File: config.mk
export PLATFORM = sky130hd
export DESIGN_NAME = mips_mc_ctrl_flat
export DESIGN_NICKNAME = d
export VERILOG_FILES = /design/src/rtl/mips_mc_ctrl_pkg.sv /design/src/rtl/mips_mc_ctrl_if.sv /design/src/rtl/mips_mc_outdec.sv /design/src/rtl/mips_mc_ctrl.sv /design/src/flat_wrapper.sv
export SDC_FILE = /design/constraint.sdc
export NUM_CORES = 1
export LEC_CHECK = 0
export BUFFER_PORTS_ARGS = -buffer_cell sky130_fd_sc_hd__buf_4
export CORE_MARGIN = 2
export CORE_UTILIZATION = 33
export DETAILED_ROUTE_END_ITERATION = 10
export GPL_ROUTABILITY_DRIVEN = 0
export MAX_ROUTING_LAYER = met4
export SETUP_SLACK_MARGIN = 0.1
export SYNTH_ARGS = -nofsm -noshare
export SYNTH_HDL_FRONTEND = slang
export SYNTH_HIERARCHICAL = 1
export SYNTH_SLANG_ARGS = --single-unit
File: constraint.sdc
create_clock -name clk -period 1.75 [get_ports clk]
set_input_delay 0.0875 -clock clk [delete_from_list [all_inputs] [get_ports clk]]
set_output_delay 0.0875 -clock clk [all_outputs]
set_load 0.03 [all_outputs]
File: src/rtl/mips_mc_ctrl_pkg.sv
// Shared types and constants for the multi-cycle MIPS sequencer.
package mips_mc_ctrl_pkg;

  localparam int unsigned OP_W = 6;

  localparam logic [OP_W-1:0] OP_RTYPE = 6'b000000;
  localparam logic [OP_W-1:0] OP_LW    = 6'b100011;
  localparam logic [OP_W-1:0] OP_SW    = 6'b101011;
  localparam logic [OP_W-1:0] OP_ADDI  = 6'b001000;
  localparam logic [OP_W-1:0] OP_BEQ   = 6'b000100;
  localparam logic [OP_W-1:0] OP_J     = 6'b000010;

  typedef enum logic [3:0] {
    ST_IDLE     = 4'd0,
    ST_FETCH    = 4'd1,
    ST_DECODE   = 4'd2,
    ST_MEM_ADDR = 4'd3,
    ST_MEM_RD   = 4'd4,
    ST_MEM_WB   = 4'd5,
    ST_MEM_WR   = 4'd6,
    ST_R_EXEC   = 4'd7,
    ST_R_WB     = 4'd8,
    ST_I_EXEC   = 4'd9,
    ST_I_WB     = 4'd10,
    ST_BRANCH   = 4'd11,
    ST_JUMP     = 4'd12
  } McState;

  typedef enum logic [1:0] {
    ALU_ADD   = 2'b00,
    ALU_SUB   = 2'b01,
    ALU_FUNCT = 2'b10,
    ALU_ADDI  = 2'b11
  } AluOpT;

  typedef enum logic [1:0] {
    SRCB_RT      = 2'd0,
    SRCB_FOUR    = 2'd1,
    SRCB_IMM     = 2'd2,
    SRCB_IMM_SH2 = 2'd3
  } AluSrcBT;

  typedef enum logic [1:0] {
    PC_ALU    = 2'd0,
    PC_ALUOUT = 2'd1,
    PC_JUMP   = 2'd2,
    PC_RSVD   = 2'd3
  } PcSrcT;

  // Datapath strobe bundle produced by the output decoder.
  typedef struct packed {
    logic    pc_write;
    logic    pc_write_cond;
    PcSrcT   pc_src;
    logic    ir_write;
    logic    mem_read;
    logic    mem_write;
    logic    i_or_d;
    logic    alu_src_a;
    AluSrcBT alu_src_b;
    AluOpT   alu_op;
    logic    reg_dst;
    logic    mem_to_reg;
    logic    reg_write;
    logic    instr_done;
    logic    illegal_op;
  } ctrl_strobes_t;

  // True for the opcodes this sequencer knows how to execute.
  function automatic logic op_supported(input logic [OP_W-1:0] op);
    return (op == OP_RTYPE) || (op == OP_LW) || (op == OP_SW) ||
           (op == OP_ADDI) || (op == OP_BEQ) || (op == OP_J);
  endfunction

  // Dispatch target out of DECODE; unknown opcodes go back to FETCH.
  function automatic McState decode_next(input logic [OP_W-1:0] op);
    McState nxt;
    case (op)
      OP_RTYPE:     nxt = ST_R_EXEC;
      OP_LW, OP_SW: nxt = ST_MEM_ADDR;
      OP_ADDI:      nxt = ST_I_EXEC;
      OP_BEQ:       nxt = ST_BRANCH;
      OP_J:         nxt = ST_JUMP;
      default:      nxt = ST_FETCH;
    endcase
    return nxt;
  endfunction

endpackage

File: src/rtl/mips_mc_ctrl_if.sv
// Opcode/stall inputs and datapath strobes of the multi-cycle controller.
interface mips_mc_ctrl_if;
  import mips_mc_ctrl_pkg::*;

  logic [OP_W-1:0] opcode;
  logic            stall;

  logic            pc_write;
  logic            pc_write_cond;
  PcSrcT           pc_src;
  logic            ir_write;
  logic            mem_read;
  logic            mem_write;
  logic            i_or_d;
  logic            alu_src_a;
  AluSrcBT         alu_src_b;
  AluOpT           alu_op;
  logic            reg_dst;
  logic            mem_to_reg;
  logic            reg_write;
  logic            instr_done;
  logic            illegal_op;
  logic [3:0]      state_o;

  modport master (
    input  opcode, stall,
    output pc_write, pc_write_cond, pc_src, ir_write, mem_read, mem_write,
           i_or_d, alu_src_a, alu_src_b, alu_op, reg_dst, mem_to_reg,
           reg_write, instr_done, illegal_op, state_o
  );

  modport slave (
    output opcode, stall,
    input  pc_write, pc_write_cond, pc_src, ir_write, mem_read, mem_write,
           i_or_d, alu_src_a, alu_src_b, alu_op, reg_dst, mem_to_reg,
           reg_write, instr_done, illegal_op, state_o
  );

endinterface

File: src/rtl/mips_mc_outdec.sv
// Combinational state -> datapath strobe decoder with stall gating.
module mips_mc_outdec
  import mips_mc_ctrl_pkg::*;
(
  input  McState        state,
  input  logic          at_last,
  input  logic          illegal,
  input  logic          stall,
  output ctrl_strobes_t strobes
);

  ctrl_strobes_t dec;

  // Moore decode; at_last marks the final cycle of a wait-stated access.
  always_comb begin
    dec = '0;
    case (state)
      ST_FETCH: begin
        dec.mem_read  = 1'b1;
        dec.alu_src_b = SRCB_FOUR;
        dec.ir_write  = at_last;
        dec.pc_write  = at_last;
      end
      ST_DECODE: begin
        dec.alu_src_b  = SRCB_IMM_SH2;
        dec.illegal_op = illegal;
      end
      ST_MEM_ADDR: begin
        dec.alu_src_a = 1'b1;
        dec.alu_src_b = SRCB_IMM;
      end
      ST_MEM_RD: begin
        dec.mem_read = 1'b1;
        dec.i_or_d   = 1'b1;
      end
      ST_MEM_WB: begin
        dec.reg_write  = 1'b1;
        dec.mem_to_reg = 1'b1;
        dec.instr_done = 1'b1;
      end
      ST_MEM_WR: begin
        dec.i_or_d     = 1'b1;
        dec.mem_write  = at_last;
        dec.instr_done = at_last;
      end
      ST_R_EXEC: begin
        dec.alu_src_a = 1'b1;
        dec.alu_src_b = SRCB_RT;
        dec.alu_op    = ALU_FUNCT;
      end
      ST_R_WB: begin
        dec.reg_write  = 1'b1;
        dec.reg_dst    = 1'b1;
        dec.instr_done = 1'b1;
      end
      ST_I_EXEC: begin
        dec.alu_src_a = 1'b1;
        dec.alu_src_b = SRCB_IMM;
        dec.alu_op    = ALU_ADDI;
      end
      ST_I_WB: begin
        dec.reg_write  = 1'b1;
        dec.instr_done = 1'b1;
      end
      ST_BRANCH: begin
        dec.alu_src_a     = 1'b1;
        dec.alu_src_b     = SRCB_RT;
        dec.alu_op        = ALU_SUB;
        dec.pc_write_cond = 1'b1;
        dec.pc_src        = PC_ALUOUT;
        dec.instr_done    = 1'b1;
      end
      ST_JUMP: begin
        dec.pc_write   = 1'b1;
        dec.pc_src     = PC_JUMP;
        dec.instr_done = 1'b1;
      end
      default: ;
    endcase
  end

  // A stalled cycle must not commit anything; mux selects stay as decoded.
  always_comb begin
    strobes = dec;
    if (stall) begin
      strobes.pc_write      = 1'b0;
      strobes.pc_write_cond = 1'b0;
      strobes.ir_write      = 1'b0;
      strobes.reg_write     = 1'b0;
      strobes.mem_write     = 1'b0;
      strobes.instr_done    = 1'b0;
      strobes.illegal_op    = 1'b0;
    end
  end

endmodule

File: src/rtl/mips_mc_ctrl.sv
// Multi-cycle MIPS sequencer: state register, wait counter and strobe decode.
module mips_mc_ctrl
  import mips_mc_ctrl_pkg::*;
#(
  parameter int unsigned MEM_LAT = 0
) (
  input  logic           clk,
  input  logic           rst,
  mips_mc_ctrl_if.master bus
);

  localparam int unsigned CNT_W = (MEM_LAT == 0) ? 1 : $clog2(MEM_LAT + 1);

  McState            state;
  logic [CNT_W-1:0]  cnt;
  logic              at_last;
  logic              illegal;
  ctrl_strobes_t     strobes;

  assign at_last = (cnt == CNT_W'(MEM_LAT));
  assign illegal = !op_supported(bus.opcode);

  // Sequencer; counter clears on every transition and only counts in wait states.
  always_ff @(posedge clk or posedge rst) begin
    if (rst) begin
      state <= ST_IDLE;
      cnt   <= '0;
    end else if (state == ST_IDLE) begin
      state <= ST_FETCH;
      cnt   <= '0;
    end else if (!bus.stall) begin
      cnt <= '0;
      case (state)
        ST_FETCH: begin
          if (at_last) state <= ST_DECODE;
          else         cnt   <= cnt + CNT_W'(1);
        end
        ST_DECODE:   state <= decode_next(bus.opcode);
        ST_MEM_ADDR: state <= (bus.opcode == OP_SW) ? ST_MEM_WR : ST_MEM_RD;
        ST_MEM_RD: begin
          if (at_last) state <= ST_MEM_WB;
          else         cnt   <= cnt + CNT_W'(1);
        end
        ST_MEM_WR: begin
          if (at_last) state <= ST_FETCH;
          else         cnt   <= cnt + CNT_W'(1);
        end
        ST_R_EXEC:   state <= ST_R_WB;
        ST_I_EXEC:   state <= ST_I_WB;
        ST_MEM_WB, ST_R_WB, ST_I_WB, ST_BRANCH, ST_JUMP:
                     state <= ST_FETCH;
        default:     state <= ST_IDLE;
      endcase
    end
  end

  mips_mc_outdec u_outdec (
    .state   (state),
    .at_last (at_last),
    .illegal (illegal),
    .stall   (bus.stall),
    .strobes (strobes)
  );

  assign bus.pc_write      = strobes.pc_write;
  assign bus.pc_write_cond = strobes.pc_write_cond;
  assign bus.pc_src        = strobes.pc_src;
  assign bus.ir_write      = strobes.ir_write;
  assign bus.mem_read      = strobes.mem_read;
  assign bus.mem_write     = strobes.mem_write;
  assign bus.i_or_d        = strobes.i_or_d;
  assign bus.alu_src_a     = strobes.alu_src_a;
  assign bus.alu_src_b     = strobes.alu_src_b;
  assign bus.alu_op        = strobes.alu_op;
  assign bus.reg_dst       = strobes.reg_dst;
  assign bus.mem_to_reg    = strobes.mem_to_reg;
  assign bus.reg_write     = strobes.reg_write;
  assign bus.instr_done    = strobes.instr_done;
  assign bus.illegal_op    = strobes.illegal_op;
  assign bus.state_o       = 4'(state);

endmodule

File: src/flat_wrapper.sv
// flat-port wrapper written by rule: the top's interface ports become plain ports
module mips_mc_ctrl_flat import mips_mc_ctrl_pkg::*;
#(
  parameter int unsigned MEM_LAT = 0
)
  (clk, rst, bus_opcode, bus_stall, bus_pc_write, bus_pc_write_cond, bus_pc_src, bus_ir_write, bus_mem_read, bus_mem_write, bus_i_or_d, bus_alu_src_a, bus_alu_src_b, bus_alu_op, bus_reg_dst, bus_mem_to_reg, bus_reg_write, bus_instr_done, bus_illegal_op, bus_state_o);
  mips_mc_ctrl_if bus_i ();
  input  logic clk;
  input  logic rst;
  input wire logic [$bits(bus_i.opcode)-1:0] bus_opcode;
  input wire logic [$bits(bus_i.stall)-1:0] bus_stall;
  output wire logic [$bits(bus_i.pc_write)-1:0] bus_pc_write;
  output wire logic [$bits(bus_i.pc_write_cond)-1:0] bus_pc_write_cond;
  output wire logic [$bits(bus_i.pc_src)-1:0] bus_pc_src;
  output wire logic [$bits(bus_i.ir_write)-1:0] bus_ir_write;
  output wire logic [$bits(bus_i.mem_read)-1:0] bus_mem_read;
  output wire logic [$bits(bus_i.mem_write)-1:0] bus_mem_write;
  output wire logic [$bits(bus_i.i_or_d)-1:0] bus_i_or_d;
  output wire logic [$bits(bus_i.alu_src_a)-1:0] bus_alu_src_a;
  output wire logic [$bits(bus_i.alu_src_b)-1:0] bus_alu_src_b;
  output wire logic [$bits(bus_i.alu_op)-1:0] bus_alu_op;
  output wire logic [$bits(bus_i.reg_dst)-1:0] bus_reg_dst;
  output wire logic [$bits(bus_i.mem_to_reg)-1:0] bus_mem_to_reg;
  output wire logic [$bits(bus_i.reg_write)-1:0] bus_reg_write;
  output wire logic [$bits(bus_i.instr_done)-1:0] bus_instr_done;
  output wire logic [$bits(bus_i.illegal_op)-1:0] bus_illegal_op;
  output wire logic [$bits(bus_i.state_o)-1:0] bus_state_o;
  assign bus_i.opcode = bus_opcode;
  assign bus_i.stall = bus_stall;
  assign bus_pc_write = bus_i.pc_write;
  assign bus_pc_write_cond = bus_i.pc_write_cond;
  assign bus_pc_src = bus_i.pc_src;
  assign bus_ir_write = bus_i.ir_write;
  assign bus_mem_read = bus_i.mem_read;
  assign bus_mem_write = bus_i.mem_write;
  assign bus_i_or_d = bus_i.i_or_d;
  assign bus_alu_src_a = bus_i.alu_src_a;
  assign bus_alu_src_b = bus_i.alu_src_b;
  assign bus_alu_op = bus_i.alu_op;
  assign bus_reg_dst = bus_i.reg_dst;
  assign bus_mem_to_reg = bus_i.mem_to_reg;
  assign bus_reg_write = bus_i.reg_write;
  assign bus_instr_done = bus_i.instr_done;
  assign bus_illegal_op = bus_i.illegal_op;
  assign bus_state_o = bus_i.state_o;
  mips_mc_ctrl #(.MEM_LAT(MEM_LAT)) u_core (.clk(clk), .rst(rst), .bus(bus_i));
endmodule
==> flow_summary_export.csv, run 1 <==
group,metric,value,unit
setup_path,crit_chain,"buf_6 > buf_6 > and3b_1 > a31oi_1 > nor3_2 > buf_4",
setup_path,crit_type,"reg -> out",
die,core-area,1920,sq um
yosys,synth_top_family_by_area,"simple AND/OR/NAND/NOR gates",
sta,drv_slew,0,
global_route,grt_pass1_wl,3050,microns
placement,place_inst,153,
yosys,ys_ff_latch,4,
die,start_util,34.4,%
setup_path,path_buf_inv,3,
global_route,grt_overflow,0,
finish,areaGrowthSynthToFinish,60.5,%
finish,fillers,201,
pwr,p_leak,0.496,nW
die,fp.dieW,48.8,microns
setup_path,crit_path_max_fanout,11,
yosys,synthCells,93,
yosys,ys_seq_area_share,15.1,%
route,drt-initial-drc-count,10,
clocking,cts_buffer_depth,2,
yosys,yosysTopAreaCellShare,15.1,%
global_route,grt_pass1_vias,723,
route,dr.pass1.iters,4,
route,routed_wl,1870,microns
setup_path,cp_top_family,"buffers and inverters",
yosys,synth-xor-area-share,3.97,%
global_route,antenna_found_initial,0,
sta,finalCriticalPeriod,1.57,ns
yosys,synth-simple-area-share,41.2,%
yosys,synthTopCellsByArea,"dfrtp_1, nor2_1, nor3_1",
setup_path,cp-end-kind,"output port",
die,io_pins,31,
yosys,syn_area_per_cell,7.12,sq um
yosys,synth_area_leader_cell,"dfrtp_1",
yosys,synth_mux_area_share,3.78,%
setup_path,slowest_delay,0.40,ns
route,drtAntennaViolNets,0,
die,die_y,48.8,microns
clocking,clock_tree.htree_level_count,1,
finish,fin_cells,165,
route,wl_per_cell,11.3,microns
run,cap_viol_max_count,0,
setup_path,critical_path.most_common_cell,"buf_6",
die,rows,16,
sta,max_freq,0.638,GHz
clocking,cts_sinks,4,
pwr,power_density,1870,nW/um^2
setup_path,cp-start-kind,"flip-flop",
pwr,peakVddDrop,986,uV
finish,final_common_cell,"buf_4",
clocking,worstSkewPairLatency,0.23,ns
global_route,grt_max_degree,22,
clocking,cts_tree,"built",
finish,final-seq-area,103,sq um
setup_path,critical_path_arrival,1.48,ns
global_route,grt_usage,16.1,%
sta,finalHoldViolations,0,
finish,drive_gt1_share,45.7,%
sta,min_period_over_period,89.6,%
clocking,cts_root_buffer,"clkbuf_4",
yosys,yosys_warnings,6,
yosys,synth_fa_ha_area_share,0,%
yosys,async_flop_share,100,%
yosys,synth_top_flop_cell,"dfrtp_1",
sta,rsz0062_at_grt,"false",
yosys,synth_edf_count,0,
yosys,synth-compound-area-share,24.0,%
route,via_per_inst,4.92,
placement,port_buffers,30,
run_status,outcome,"completed",
clocking,numCtsBuffers,3,
sta,setup_viol,0,
clocking,clkSlewWorstSetupHoldPaths,0.04,ns
yosys,yosysUniqueCellTypes,43,
sta,tns,0,ns
finish,n_antenna_cell,0,
finish,multiInputGateArea,531,sq um
placement,dp_hpwl,1360,microns
finish,largest_reg_flops,4,
finish,finalNetCount,149,
route,drc,0,
hold_path,hold_class,"in -> reg",
sta,clock_skew,0.00380,ns
setup_path,crit_slowest_cell,"dfrtp_1",
setup_path,required,1.66,ns
route,via_count,812,
yosys,netlist_area,662,sq um
finish,mostFrequentLayoutCells,"buf_4, nor2_1, nor3_1, nand2_1, o21ai_0",
die,die-area,2380,sq um
==> routing by layer <==
metal,global-route usage [%],vias to the layer above,wire [microns]
met5,-,-,0
met4,2.86,0,0
met1,19.0,365,832
met3,4.29,0,113
li1,-,422,-
met2,27.9,25,919
==> cell usage after synthesis (2+ instances only) <==
cell type / n
buf_4: 2
a31oi_1: 3
a21oi_1: 3
inv_1: 4
xnor2_1: 2
nor4_1: 2
dfrtp_1: 4
o21ai_0: 5
a21o_1: 2
nor2_1: 15
nand2_1: 6
buf_6: 3
nand2b_1: 4
nor3_1: 9
==> logic make-up (layout without fill, tap and decap cells) <==
family / after synthesis / in the layout
AND/OR/NAND/NOR: 49 / 49
flip-flops: 4 / 4
buffers and inverters: 11 / 53
AO/OA/AOI/OAI: 23 / 23
multiplexers: 2 / 2
other: 1 / 4
XOR/XNOR: 3 / 3
==> repair_timing <==
| item | 4_1_cts | 5_1_grt |
|---|---|---|
| pin swaps | 0 | 0 |
| hold buffers | 1 | 0 |
| buffers inserted | 0 | 8 |
| hold endpoints to repair | 4 | 0 |
| gates resized for setup | 1 | 6 |
| setup endpoints to repair | 3 | 4 |
==> per-stage QoR <==
stage / setup slack, ns / power [mW] / hold WS, ns / instance area (sq um) / util [%]
detailed placement: 0.266 / 1.72 / -0.0124 / 951 / 49.5
global placement: 0.283 / 1.71 / -0.0155 / 951 / 49.5
global route: 0.101 / 2.12 / 0.225 / 1060 / 55.3
finish: 0.183 / 1.98 / 0.214 / 1060 / 55.3
CTS: 0.116 / 1.84 / 0.211 / 985 / 51.2
floorplan: 0.101 / 1.31 / -0.146 / 701 / -
==> path summary, 6_finish.rpt <==
| check | from | end | slack, ns | cells past startpoint |
|---|---|---|---|---|
| max | u_core/bus.state_o[3] | bus_pc_write | 0.18 | 6 |
| min | bus_stall | u_core/bus.state_o[0] | 0.21 | 2 |
| max reg2reg | u_core/bus.state_o[0] | u_core/bus.state_o[0] | 0.25 | 5 |
| min in group asynchronous | rst | u_core/bus.state_o[2] | 0.30 | 3 |
| min reg2reg | u_core/bus.state_o[3] | u_core/bus.state_o[3] | 0.64 | 2 |
| max in group asynchronous | rst | u_core/bus.state_o[0] | 1.29 | 3 |
==> report_power, final <==
part,switching (mW),total (mW),internal [mW]
sequential,0.0663,0.205,0.138
clock,0.0357,0.112,0.0766
combinational,0.956,1.66,0.709
total,1.06,1.98,0.923
==> layout make-up <==
| type | count | share of cell area (%) |
|---|---|---|
| Tap cell | 27 | 3.18 |
| Sequential cell | 4 | 9.66 |
| Inverter | 5 | 2.00 |
| Clock buffer | 3 | 2.12 |
| Timing Repair Buffer | 45 | 33.1 |
| Multi-Input combinational cell | 81 | 49.9 |
==> worst reg2reg max path, delay by kind of cell, from the launching register on <==
family                 cells  cell delay (ns)
DFF                        1             0.45
buffers and inverters      2             0.31
AOI/OAI and AO/OA          3             0.62
Power figures use the tool's default switching activity.
==> run 2, diff against run 1 <==
==> constraint.sdc (replaced) <==
create_clock -name clk -period 1.75 [get_ports clk]
set_input_delay 0.525 -clock clk [delete_from_list [all_inputs] [get_ports clk]]
set_output_delay 0.525 -clock clk [all_outputs]
set_load 0.03 [all_outputs]
==> flow_summary_export.csv, run 2 (same netlist as run 1, synthesis figures left out) <==
group,metric,value,unit
run_status,outcome,"finished, violations left",
run_status,violations,"negative setup slack",
setup_path,required,1.22,ns
finish,final_core_util,81.2,%
finish,areaGrowthSynthToFinish,136,%
finish,drive_gt1_share,70.7,%
finish,final_common_cell,"buf_4",
sta,setup_viol,18,
pwr,power_density,1850,nW/um^2
sta,tns,-2.09,ns
clocking,cts_root_buffer,"clkbuf_4",
sta,clock_skew,0.0108,ns
setup_path,crit_type,"reg -> out",
finish,final_area,1560,sq um
die,fp.dieW,48.8,microns
die,io_pins,31,
placement,post-place-ws,-0.212,ns
pwr,total_power,2.89,mW
global_route,antenna_found_initial,0,
clocking,worstSkewPairLatency,0.24,ns
sta,finalHoldViolations,0,
die,core-area,1920,sq um
die,start_util,34.4,%
finish,mostFrequentLayoutCells,"buf_4, buf_6, nor2_4, nor2_1",
clocking,cts_tree,"built",
placement,dp_hpwl,1760,microns
pwr,clkPwrFrac,4.2,%
route,via_per_inst,5.16,
sta,whs,0.171,ns
hold_path,hold_class,"in -> async",
sta,finalCriticalPeriod,1.94,ns
global_route,grt_pass1_vias,1012,
clocking,postCtsHoldBufs,0,
sta,rsz0062_at_grt,"true",
route,drtAntennaViolNets,0,
global_route,grt_pass1_wl,4530,microns
pwr,comb_power_share,87.9,%
sta,min_period_over_period,111,%
die,rows,16,
sta,drv_slew,0,
placement,place_inst,177,
route,wl_per_cell,15.1,microns
route,via_count,986,
finish,finalNetCount,175,
route,drt-initial-drc-count,26,
placement,dpl_cell_area,1240,sq um
finish,fillers,122,
die,die_y,48.8,microns
finish,fin_cells,191,
pwr,netSwitchingFraction,51.0,%
pwr,pwr-share-seq,7.9,%
setup_path,cp-end-kind,"output port",
pwr,p_leak,0.692,nW
clocking,numCtsBuffers,3,
run,cap_viol_max_count,0,
clocking,clock_tree.htree_level_count,1,
setup_path,cp-start-kind,"flip-flop",
die,die-area,2380,sq um
global_route,grt_overflow,0,
pwr,p_switching,1.47,mW
sta,max_freq,0.516,GHz
pwr,p_int,1.42,mW
global_route,grt_usage,24.6,%
placement,port_buffers,30,
clocking,clkSlewWorstSetupHoldPaths,0.05,ns
pwr,peakVddDrop,1060,uV
clocking,cts_sinks,4,
global_route,grt_max_degree,12,
sta,fin_ws,-0.189,ns
finish,n_antenna_cell,0,
setup_path,crit_path_max_fanout,5,
finish,largest_reg_flops,4,
route,drc,0,
route,dr.pass1.iters,4,
route,routed_wl,2880,microns
clocking,cts_buffer_depth,2,
setup_path,critical_path_arrival,1.41,ns
-- run 2: per-layer routing --
metal  wire length (microns)  part of all wire (%)  track usage [%]  vias to the layer above
met3                     128                   4.4             1.23                        0
met2                    1600                    55             45.7                       46
met4                       0                     0             7.14                        0
met5                       0                     0                -                        -
met1                    1150                    40             28.6                      462
li1                        -                     -                -                      478
-- run 2: worst max-delay path, stage by stage, from the launching register on --
cell and delay, ns:
dfrtp_2 0.44, nand2b_1 0.18, buf_4 0.17, nor3_2 0.19, buf_4 0.19
-- run 2: cell type report --
cell class,instances,area (sq um),share of cell area (%)
Multi-Input combinational cell,81,726,46.5
Timing Repair Buffer,71,649,41.6
Sequential cell,4,105,6.74
Tap cell,27,33.8,2.17
Inverter,5,23.8,1.52
Clock buffer,3,22.5,1.44
-- run 2: power groups by stage --
stage	Clock, mW	Sequential [mW]	Combinational (mW)
final	0.120	0.229	2.54
after global routing	0.126	0.238	2.66
after CTS	0.123	0.219	2.34
after detailed placement	0	0.251	1.85
after global placement	0	0.251	1.83
after floorplan	0	0.298	1.20
-- run 2: repair_timing --
action | in CTS | in global routing
setup endpoints to repair | 21 | 21
resized for setup | 42 | 14
pin swaps | 9 | 7
buffers inserted | 10 | 1
-- run 2: path summary, 6_finish.rpt --
check,start,endpoint,slack (ns),cells past startpoint
max,u_core/bus.state_o[2],bus_pc_write_cond,-0.19,4
min,rst,u_core/bus.state_o[2],0.17,2
max reg2reg,u_core/bus.state_o[3],u_core/bus.state_o[3],0.13,5
min reg2reg,u_core/bus.state_o[2],u_core/bus.state_o[2],0.75,2
max in group asynchronous,rst,u_core/bus.state_o[3],1.39,2
min in group clk,bus_opcode[5],u_core/bus.state_o[1],0.73,4
